===== src/rtl/interrupt_tracker.sv =====
// Multi-channel interrupt request tracker: edge/level qualification, priority
// presentation to the sequencer, and a nesting stack of running handlers.
module interrupt_tracker #(
  parameter int unsigned       NUM_CH     = 4,
  parameter logic [NUM_CH-1:0] EDGE_MASK  = NUM_CH'(1),
  parameter logic [NUM_CH-1:0] NMASK_MASK = NUM_CH'(1),
  parameter int unsigned       MAX_NEST   = 4,
  localparam int unsigned      IDW        = (NUM_CH > 1) ? $clog2(NUM_CH) : 1,
  localparam int unsigned      DW         = $clog2(MAX_NEST + 1)
) (
  input  logic              clk,
  input  logic              nrst,
  input  logic              enable_ffs,
  input  logic [NUM_CH-1:0] irq_in,
  input  logic              i_flag,
  input  logic              int_ack,
  input  logic              int_done,
  output logic              pending_valid,
  output logic [IDW-1:0]    pending_id,
  output logic [NUM_CH-1:0] running,
  output logic [IDW-1:0]    active_id,
  output logic [DW-1:0]     nest_depth
);

  localparam int unsigned SW = (MAX_NEST > 1) ? $clog2(MAX_NEST) : 1;

  logic [NUM_CH-1:0] prevIrq;
  logic [NUM_CH-1:0] edgeLatch;
  logic [NUM_CH-1:0] latchNext;
  logic [NUM_CH-1:0] newEdge;
  logic [NUM_CH-1:0] ackClr;
  logic [NUM_CH-1:0] eligible;
  logic [IDW-1:0]    stack [MAX_NEST];
  logic              ackAcc;
  logic              doneAcc;
  logic [SW-1:0]     pushIdx;
  logic [SW-1:0]     topIdx;
  logic [SW-1:0]     belowIdx;

  always_comb begin
    eligible      = '0;
    pending_valid = 1'b0;
    pending_id    = '0;
    for (int unsigned c = 0; c < NUM_CH; c++) begin
      if ((EDGE_MASK[c] ? edgeLatch[c] : irq_in[c]) && !running[c] &&
          (NMASK_MASK[c] || !i_flag) &&
          (nest_depth == '0 || c < 32'(active_id)) &&
          (32'(nest_depth) < MAX_NEST))
        eligible[c] = 1'b1;
    end
    for (int unsigned c = 0; c < NUM_CH; c++) begin
      if (eligible[c] && !pending_valid) begin
        pending_valid = 1'b1;
        pending_id    = IDW'(c);
      end
    end
  end

  always_comb begin
    ackAcc  = int_ack & pending_valid & enable_ffs;
    doneAcc = int_done & enable_ffs & (nest_depth != '0);
    ackClr  = '0;
    if (ackAcc)
      ackClr[pending_id] = 1'b1;
    newEdge   = irq_in & ~prevIrq & EDGE_MASK;
    // a fresh edge in the ack cycle re-arms the latch it would otherwise clear
    latchNext = (edgeLatch & ~ackClr) | newEdge;
    pushIdx   = SW'(nest_depth);
    topIdx    = SW'(nest_depth - DW'(1));
    belowIdx  = SW'(nest_depth - DW'(2));
  end

  always_ff @(posedge clk or negedge nrst) begin
    if (!nrst) begin
      prevIrq    <= '0;
      edgeLatch  <= '0;
      running    <= '0;
      active_id  <= '0;
      nest_depth <= '0;
      for (int unsigned i = 0; i < MAX_NEST; i++)
        stack[i] <= '0;
    end else if (enable_ffs) begin
      prevIrq   <= irq_in;
      edgeLatch <= latchNext;
      if (ackAcc && doneAcc) begin
        // pop followed by push reduces to replacing the top entry in place
        running[active_id]  <= 1'b0;
        running[pending_id] <= 1'b1;
        stack[topIdx]       <= pending_id;
        active_id           <= pending_id;
      end else if (ackAcc) begin
        running[pending_id] <= 1'b1;
        stack[pushIdx]      <= pending_id;
        active_id           <= pending_id;
        nest_depth          <= nest_depth + 1'b1;
      end else if (doneAcc) begin
        running[active_id] <= 1'b0;
        nest_depth         <= nest_depth - 1'b1;
        active_id          <= (nest_depth > DW'(1)) ? stack[belowIdx] : '0;
      end
    end
  end

endmodule


===== config.mk =====
export PLATFORM = sky130hd
export DESIGN_NAME = interrupt_tracker
export DESIGN_NICKNAME = d
export VERILOG_FILES = /design/src/rtl/interrupt_tracker.sv
export SDC_FILE = /design/constraint.sdc
export NUM_CORES = 1
export LEC_CHECK = 0
export ABC_AREA = 0
export BUFFER_PORTS_ARGS = -buffer_cell sky130_fd_sc_hd__buf_4
export CORE_AREA = 3 3 68 70
export CTS_BUF_LIST = sky130_fd_sc_hd__clkbuf_2
export DETAILED_ROUTE_END_ITERATION = 7
export DIE_AREA = 0 0 71 73
export PLACE_DENSITY = 0.45
export SYNTH_ARGS = -nofsm -noshare
export SYNTH_HDL_FRONTEND = slang
export SYNTH_SLANG_ARGS = --single-unit

===== constraint.sdc =====
create_clock -name clk -period 4.6 [get_ports clk]
set_input_delay 0.23 -clock clk [delete_from_list [all_inputs] [get_ports clk]]
set_output_delay 0.23 -clock clk [all_outputs]
set_load 0.01 [all_outputs]

==> results of run 1 <==
[through the flow]
| step | hold slack (ns) | instances | setup WS, ns |
|---|---|---|---|
| final | 0.134 | 194 | 1.48 |
| after floorplan | -0.0656 | 121 | 1.69 |
| after global routing | 0.129 | 194 | 1.20 |
| after detailed placement | 0.122 | 189 | 1.53 |
| after global placement | 0.122 | 189 | 1.62 |
| after CTS | 0.117 | 194 | 1.49 |
[cells by family (layout without fill, tap and decap cells)]
logic type               Yosys count  in the layout  share of synthesized area, %
AND/OR/NAND/NOR                   36             36                          17.2
AO/OA/AOI/OAI                     28             28                          17.9
flip-flops                        19             19                          36.9
multiplexers                      15             15                          14.4
buffers and inverters             13             36                          4.56
adder cells (fa/ha/maj)            8              8                          7.76
XOR/XNOR                           2              2                          1.36
[worst reg2reg max path: cells and delay by family (launching register included)]
family          cells  cell delay, ns
compound gates      4            0.87
fa+ha+maj           2            0.66
buf+inv             2            0.32
flops               1            0.54
simple gates        2            0.60
[sequential cells by signal, summed over array words and instances (netlist names)]
name / flops
stack: 8
running: 4
nest_depth: 3
active_id: 2
edgeLatch: 1
prevIrq: 1
[metal layers]
| layer | up-vias | share of wire (%) | track usage [%] |
|---|---|---|---|
| met5 | - | 0 | 0 |
| met4 | 0 | 1.4 | 6.26 |
| met3 | 4 | 6.2 | 3.31 |
| met2 | 32 | 50 | 21.5 |
| met1 | 481 | 43 | 14.8 |
| li1 | 494 | - | - |
[worst max path at each step]
stage | startpoint | endpoint | slack [ns] | cells past startpoint
5_1_grt | nest_depth[0]$_DFFE_PN0P_ | pending_id[0] | 1.20 | 7
4_1_cts | nest_depth[0]$_DFFE_PN0P_ | pending_id[0] | 1.49 | 7
6_report | nest_depth[0]$_DFFE_PN0P_ | pending_id[0] | 1.48 | 7
2_1_floorplan | nest_depth[0]$_DFFE_PN0P_ | stack[0]$_DFFE_PN0P_ | 1.69 | 10
3_5_place_dp | nest_depth[0]$_DFFE_PN0P_ | running[0]$_DFFE_PN0P_ | 1.53 | 10
3_3_place_gp | nest_depth[0]$_DFFE_PN0P_ | running[0]$_DFFE_PN0P_ | 1.62 | 10
[synth_stat cells, drive strengths merged, types with 2 or more instances]
cell type and n:
a21oi 3, clkbuf 2, dfrtp 19, ha 8, inv 10, mux2 8, mux2i 5, mux4 2
nand2 10, nand2b 2, nand3 5, nor2 9, nor3 2, o21ai 4, o22ai 2, o31ai 5
o41ai 4, or4 2, xnor2 2
[power groups by stage]
| stage | logic [mW] | registers [mW] | clock network [mW] |
|---|---|---|---|
| finish | 0.533 | 0.309 | 0.0778 |
| global route | 0.590 | 0.322 | 0.0902 |
| CTS | 0.537 | 0.310 | 0.0823 |
| detailed placement | 0.534 | 0.315 | 0 |
| global placement | 0.537 | 0.316 | 0 |
| floorplan | 0.367 | 0.303 | 0 |
[cell type report]
type	count	area share (%)
Multi-Input combinational cell	89	49.6
Clock inverter	1	0.493
Tap cell	50	4.11
Timing Repair Buffer	22	11.0
Clock buffer	3	0.985
Sequential cell	19	31.2
Inverter	10	2.63
[repair_timing]
item | CTS | global route
resized for setup | 0 | 0
hold buffers | 1 | 0
hold endpoints to repair | 19 | 0
setup endpoints to repair | 0 | 0
==> impl_results.rst, run 1 <==
.. list-table::
   :header-rows: 1

   * - Metric
     - Value
   * - Outcome
     - complete, no violations
   * - Primary FF master, synth
     - sky130_fd_sc_hd__dfrtp_1
   * - Reg-to-reg slack, setup
     - 1.51 ns
   * - Endpoint with the worst hold slack
     - prevIrq[0]$_DFFE_PN0P_
   * - Cell family contributing the most delay on the critical path
     - simple AND/OR/NAND/NOR gates
   * - Clk_lat worst skew
     - 0.32 ns
   * - Maxcap violations
     - 0
   * - Total setup buffers inserted after CTS
     - 0
   * - Number of cells on the worst hold path
     - 3
   * - Layout overhead on the synthesized area
     - 18.1%
   * - Critical path buffers and inverters
     - 2
   * - Standard cell core area
     - 4030 sq um
   * - Launch point of the worst hold path
     - irq_in[0]
   * - Setup TNS
     - 0 ns
   * - Internal power consumption
     - 0.494 mW
   * - Global-route wire length before repair
     - around 5000 um
   * - Final standard cell utilization of the core
     - 37.8%
   * - Critical Setup Path Class
     - flop to primary output
   * - Crit Reg-Reg Startpoint
     - nest_depth[0]$_DFFE_PN0P_
   * - Biggest cell delay along the critical path
     - 0.55 ns
   * - Number of antenna violations at the first check in global routing
     - 0
   * - Worst relative slew slack
     - 52.4%
   * - Slowest stage cell, crit path
     - sky130_fd_sc_hd__nor4_1
   * - Critical path arrival
     - 2.89 ns
   * - Final Hold Viols
     - 0
   * - Count of final setup violators
     - 0
   * - Multi-input combinational cell area
     - 756 sq um
   * - Min Clock Period, post-route
     - 3.12 ns
   * - Drc violations
     - 0
   * - Maximum number of pins on one net before global-route repair
     - 20
   * - Mean area per synthesized cell
     - 10.7 sq um
   * - Critical path required time
     - 4.37 ns
   * - Root buffer cell
     - sky130_fd_sc_hd__clkbuf_2
   * - Via count of the first global-routing pass
     - 1,081
   * - Crit. End Element
     - primary output
   * - Number of placement rows
     - 23
   * - Count of vias placed by the detailed router
     - 1,011
   * - Inserted Clock Buffers
     - 3
   * - Share of flip-flops with an asynchronous set or reset
     - 100%
   * - Total power after layout
     - 0.920 mW
   * - Hold/Removal Path Class
     - input port to flop
   * - Flip-flop and latch area
     - 475 sq um
   * - Via density
     - approximately 5.2
   * - Count of inserted antenna diode cells
     - 0
   * - Peak supply drop
     - approximately 0.18 mV
   * - DRT Wirelength
     - 3110 um
   * - Maximum level of the CTS H-tree
     - 1
   * - Number of distinct library cells after synthesis
     - 43
   * - Pins over their slew limit
     - 0
   * - Cell type with the highest aggregate area in the netlist
     - sky130_fd_sc_hd__dfrtp_1
   * - Count of warnings emitted by yosys
     - 0
   * - Commonest cells after routing, fill and taps aside
     - sky130_fd_sc_hd__buf_4, sky130_fd_sc_hd__dfrtp_1, sky130_fd_sc_hd__nand2_1
   * - Post-synth net total
     - 139
   * - GRT Residual Overflow
     - 0
   * - Netlist area before placement
     - 1290 sq um
   * - Remaining antenna violation count
     - 0
   * - Portion of synthesized cell area occupied by the leading cell type
     - between 30 and 40%
   * - Setup repair after global routing missed its margin
     - false
   * - Final standard cell area without fillers
     - approximately 1500 sq um
   * - Max Fclk
     - 321 MHz
   * - Endpoint of the worst register-to-register path
     - running[0]$_DFFE_PN0P_
   * - Crit-path max FO
     - 8
   * - Sequential power share
     - 33.6%
   * - LEAKAGE
     - just under 0.7 nW
   * - Cells on worst reg2reg path
     - 10
   * - Die outline height
     - 73 um
   * - Placed cell areas
     - ~1500 sq um
   * - TritonCTS sink count
     - 19
   * - Share of cells above drive strength 1
     - 29.9%
   * - Comb power frac
     - between 50% and 60%
   * - Share of synthesized area occupied by flip-flops and latches
     - 36.9%
   * - Worst Tran Pin Value
     - 0.708 ns
   * - Worst path most repeated cell
     - sky130_fd_sc_hd__nand2_1
   * - HPWL Detailed
     - 2460 um
   * - Relative contribution of the clock network to total power
     - between 8 and 9%
   * - Flop and latch count out of synthesis
     - 19
   * - Leading cell type in the layout, fill and taps excluded
     - sky130_fd_sc_hd__buf_4
   * - Port Buf Inserts
     - 21
   * - Largest clock skew in the final design
     - 0.00308 ns
   * - Width of the die
     - between 70 and 80 um
   * - Initial core utilization
     - between 30% and 40%
   * - Startpoint types
     - flop
   * - Final clock period utilization by the worst path
     - 67.7%
   * - Post-Syn Instances
     - 121
   * - Pwr Density
     - 604 nW/um^2
   * - Total track usage
     - 12.7%
   * - Number of enable flip-flop cells after synthesis
     - 0
   * - RD Place Congestion
     - approximately 0.88
   * - Clock transition time at the flip-flop clock pins of the worst setup and hold paths
     - 0.20 ns
   * - Reported net switching power
     - 0.426 mW
   * - Number of search-and-repair iterations in the first detailed-routing pass
     - 4
   * - Total Die Area
     - slightly above 5000 sq um
   * - # nets final
     - 163
   * - Cell-by-cell listing of the critical path
     - inv_1, ha_1, nand2_1, nor4_1, nand2_1, a21oi_1, buf_4
   * - Largest cells by area after synthesis
     - sky130_fd_sc_hd__dfrtp_1, sky130_fd_sc_hd__ha_1, sky130_fd_sc_hd__mux2i_1, sky130_fd_sc_hd__mux2_1, sky130_fd_sc_hd__mux2_2
   * - TritonCTS clock tree
     - yes
   * - Switching share of power
     - approximately 46%
   * - Fillcell total
     - 419
   * - DRC marker count from the first detailed-route iteration
     - 90
   * - Clock tree buffer depth
     - 2
   * - WL/cell
     - 16.0 um
   * - I/O pin count
     - 22
Power figures use the tool's default switching activity.
==> inputs of run 2 (changes only) <==
- clock period: 4.6 -> 3.2 ns (I/O delays scaled with it)
==> impl_results.rst, run 2 (same netlist as run 1, synthesis figures left out) <==
.. list-table::
   :header-rows: 1

   * - Metric
     - Value
   * - Outcome
     - complete, no violations
   * - Die outline height
     - 73 um (unchanged)
   * - Final standard cell utilization of the core
     - 38.3% (+0.50 points)
   * - Total track usage
     - 13.2% (+0.57 points)
   * - Slowest stage cell, crit path
     - sky130_fd_sc_hd__or4_1
   * - DRC marker count from the first detailed-route iteration
     - 96 (+6.7%)
   * - Number of placement rows
     - 23 (unchanged)
   * - Layout overhead on the synthesized area
     - 19.7%
   * - Count of final setup violators
     - 0 (unchanged)
   * - Final standard cell area without fillers
     - 1540 sq um (+1.3%)
   * - Hold/Removal Path Class
     - input port to flop
   * - Cell-by-cell listing of the critical path
     - inv_1, ha_1, nand2_1, or4_1, a31oi_4, ha_1, inv_1, o311a_1, o41ai_1, o31ai_1
   * - Share of cells above drive strength 1
     - 31.3% (+1.4 points)
   * - Setup repair after global routing missed its margin
     - false
   * - Final clock period utilization by the worst path
     - 92.7%
   * - Clock transition time at the flip-flop clock pins of the worst setup and hold paths
     - 0.19 ns (about the same)
   * - Width of the die
     - 71 um (unchanged)
   * - Setup TNS
     - 0 ns (unchanged)
   * - Number of antenna violations at the first check in global routing
     - 0 (unchanged)
   * - Clock tree buffer depth
     - 2 (unchanged)
   * - # resized after CTS
     - 0 (unchanged)
   * - Drc violations
     - 0 (unchanged)
   * - Count of vias placed by the detailed router
     - 1,033 (+2.2%)
   * - Largest clock skew in the final design
     - 0.00245 ns (-0.000628 ns)
   * - TritonCTS sink count
     - 19 (unchanged)
   * - Total Die Area
     - 5180 sq um (unchanged)
   * - HPWL Detailed
     - 2500 um (+1.6%)
   * - DRT Wirelength
     - 3170 um (+2.0%)
   * - Startpoint types
     - flop
   * - Standard cell core area
     - 4030 sq um (unchanged)
   * - Pins over their slew limit
     - 0 (unchanged)
   * - LEAKAGE
     - 0.696 nW (+2.8%)
   * - Min Clock Period, post-route
     - 2.97 ns
   * - Remaining antenna violation count
     - 0 (unchanged)
   * - Worst relative slew slack
     - 58.9% (+6.5 points)
   * - Placed cell areas
     - 1510 sq um (+1.5%)
   * - Crit-path max FO
     - 7 (-1)
   * - Via density
     - 5.24 (+0.62%)
   * - Inserted Clock Buffers
     - 3 (unchanged)
   * - Critical path arrival
     - 3.18 ns (+0.29 ns)
   * - Critical Setup Path Class
     - flop to flop
   * - Initial core utilization
     - 32.0% (unchanged)
   * - TritonCTS clock tree
     - yes
   * - Clk_lat worst skew
     - 0.31 ns (about the same)
   * - I/O pin count
     - 22 (unchanged)
   * - Max Fclk
     - 337 MHz
   * - Count of inserted antenna diode cells
     - 0 (unchanged)
   * - Pwr Density
     - 869 nW/um^2 (+44%)
   * - Root buffer cell
     - sky130_fd_sc_hd__clkbuf_2
   * - Register name with the most flops
     - stack
   * - Global-route wire length before repair
     - 5330 um (+4.0%)
   * - Leading cell type in the layout, fill and taps excluded
     - sky130_fd_sc_hd__buf_4
   * - Cell family contributing the most delay on the critical path
     - compound AO/OA/AOI/OAI gates
   * - # nets final
     - 166 (+1.8%)
   * - Via count of the first global-routing pass
     - 1,059 (-2.0%)
   * - GRT Residual Overflow
     - 0 (unchanged)
   * - Final Hold Viols
     - 0 (unchanged)
   * - Biggest cell delay along the critical path
     - 0.52 ns (-0.03 ns)
   * - Regs by FF count
     - stack x8, running x4, nest_depth x3
   * - Critical path buffers and inverters
     - 2 (unchanged)
   * - Critical path required time
     - 3.41 ns (-0.96 ns)
   * - Peak supply drop
     - 0.243 mV (+33%)
   * - Maxcap violations
     - 0 (unchanged)
   * - Maximum number of pins on one net before global-route repair
     - 20 (unchanged)
   * - WL/cell
     - 16.1 um (+0.44%)
   * - Crit. End Element
     - flop
   * - Flip-flop count of the largest register after layout
     - 8 (unchanged)
   * - Worst Tran Pin Value
     - 0.617 ns (-0.0913 ns)
   * - RD Place Congestion
     - 0.881 (+0.57%)
   * - Port Buf Inserts
     - 21 (unchanged)
   * - Commonest cells after routing, fill and taps aside
     - sky130_fd_sc_hd__buf_4, sky130_fd_sc_hd__dfrtp_1, sky130_fd_sc_hd__nand2_1
   * - Maximum level of the CTS H-tree
     - 1 (unchanged)
   * - Number of search-and-repair iterations in the first detailed-routing pass
     - 4 (unchanged)
run 2: timing repair:
| item | 4_1_cts | 5_1_grt |
|---|---|---|
| hold endpoints to repair | 19 | 0 |
| hold buffers | 1 | 0 |
| setup buffers | 0 | 0 |
run 2: cell type report:
cell class	count	area, sq um
inverters	10	40.0
clock buffers	3	15.0
well taps	50	62.6
multi-input cells	89	756
fillers	432	2480
flip-flops and latches	19	475
repair buffers	25	190
clock inverters	1	5.00
run 2: worst paths after layout:
check	start	endpoint	slack, ns	depth (start not counted)
worst max-delay path	nest_depth[0]$_DFFE_PN0P_	running[1]$_DFFE_PN0P_	0.23	10
worst min-delay path	irq_in[0]	prevIrq[0]$_DFFE_PN0P_	0.07	3
worst max register to register	nest_depth[0]$_DFFE_PN0P_	running[1]$_DFFE_PN0P_	0.23	10
worst min register to register	prevIrq[0]$_DFFE_PN0P_	edgeLatch[0]$_DFFE_PN0P_	0.46	1
max in group asynchronous	nrst	stack[4]$_DFFE_PN0P_	2.77	2
min in group asynchronous	nrst	running[0]$_DFFE_PN0P_	0.23	2
run 2: where the power goes:
group	total, mW	internal, mW	switching (mW)
clock network	0.107	0.0283	0.0782
logic	0.818	0.368	0.450
registers	0.418	0.333	0.0853
total	1.34	0.729	0.613
run 2: stage by stage:
step           setup WS (ns)  std cells  power [mW]  hold WS [ns]
6_report               0.233        197        1.34        0.0708
5_1_grt                0.109        197        1.47        0.0594
3_3_place_gp           0.380        192        1.25        0.0516
4_1_cts                0.270        197        1.36        0.0477
2_1_floorplan          0.292        121       0.963        -0.136
3_5_place_dp           0.303        192        1.24        0.0542
run 2: worst reg2reg max path, cell delays in order (launching register included):
cell and delay [ns]:
sky130_fd_sc_hd__dfrtp_1 0.42, sky130_fd_sc_hd__inv_1 0.13, sky130_fd_sc_hd__ha_1 0.30, sky130_fd_sc_hd__nand2_1 0.10, sky130_fd_sc_hd__or4_1 0.52, sky130_fd_sc_hd__a31oi_4 0.28, sky130_fd_sc_hd__ha_1 0.38, sky130_fd_sc_hd__inv_1 0.16
sky130_fd_sc_hd__o311a_1 0.19, sky130_fd_sc_hd__o41ai_1 0.29, sky130_fd_sc_hd__o31ai_1 0.12
run 2: metal layers:
layer  vias up  share of wire (%)  routed length (um)  global-route usage, %
met1       500                 43                1370                   15.7
met4         0               0.69                  22                   4.38
li1        506                  -                   -                      -
met3         2                4.7                 148                   2.34
met2        25                 51                1620                   24.1
met5         -                  0                   0                      0
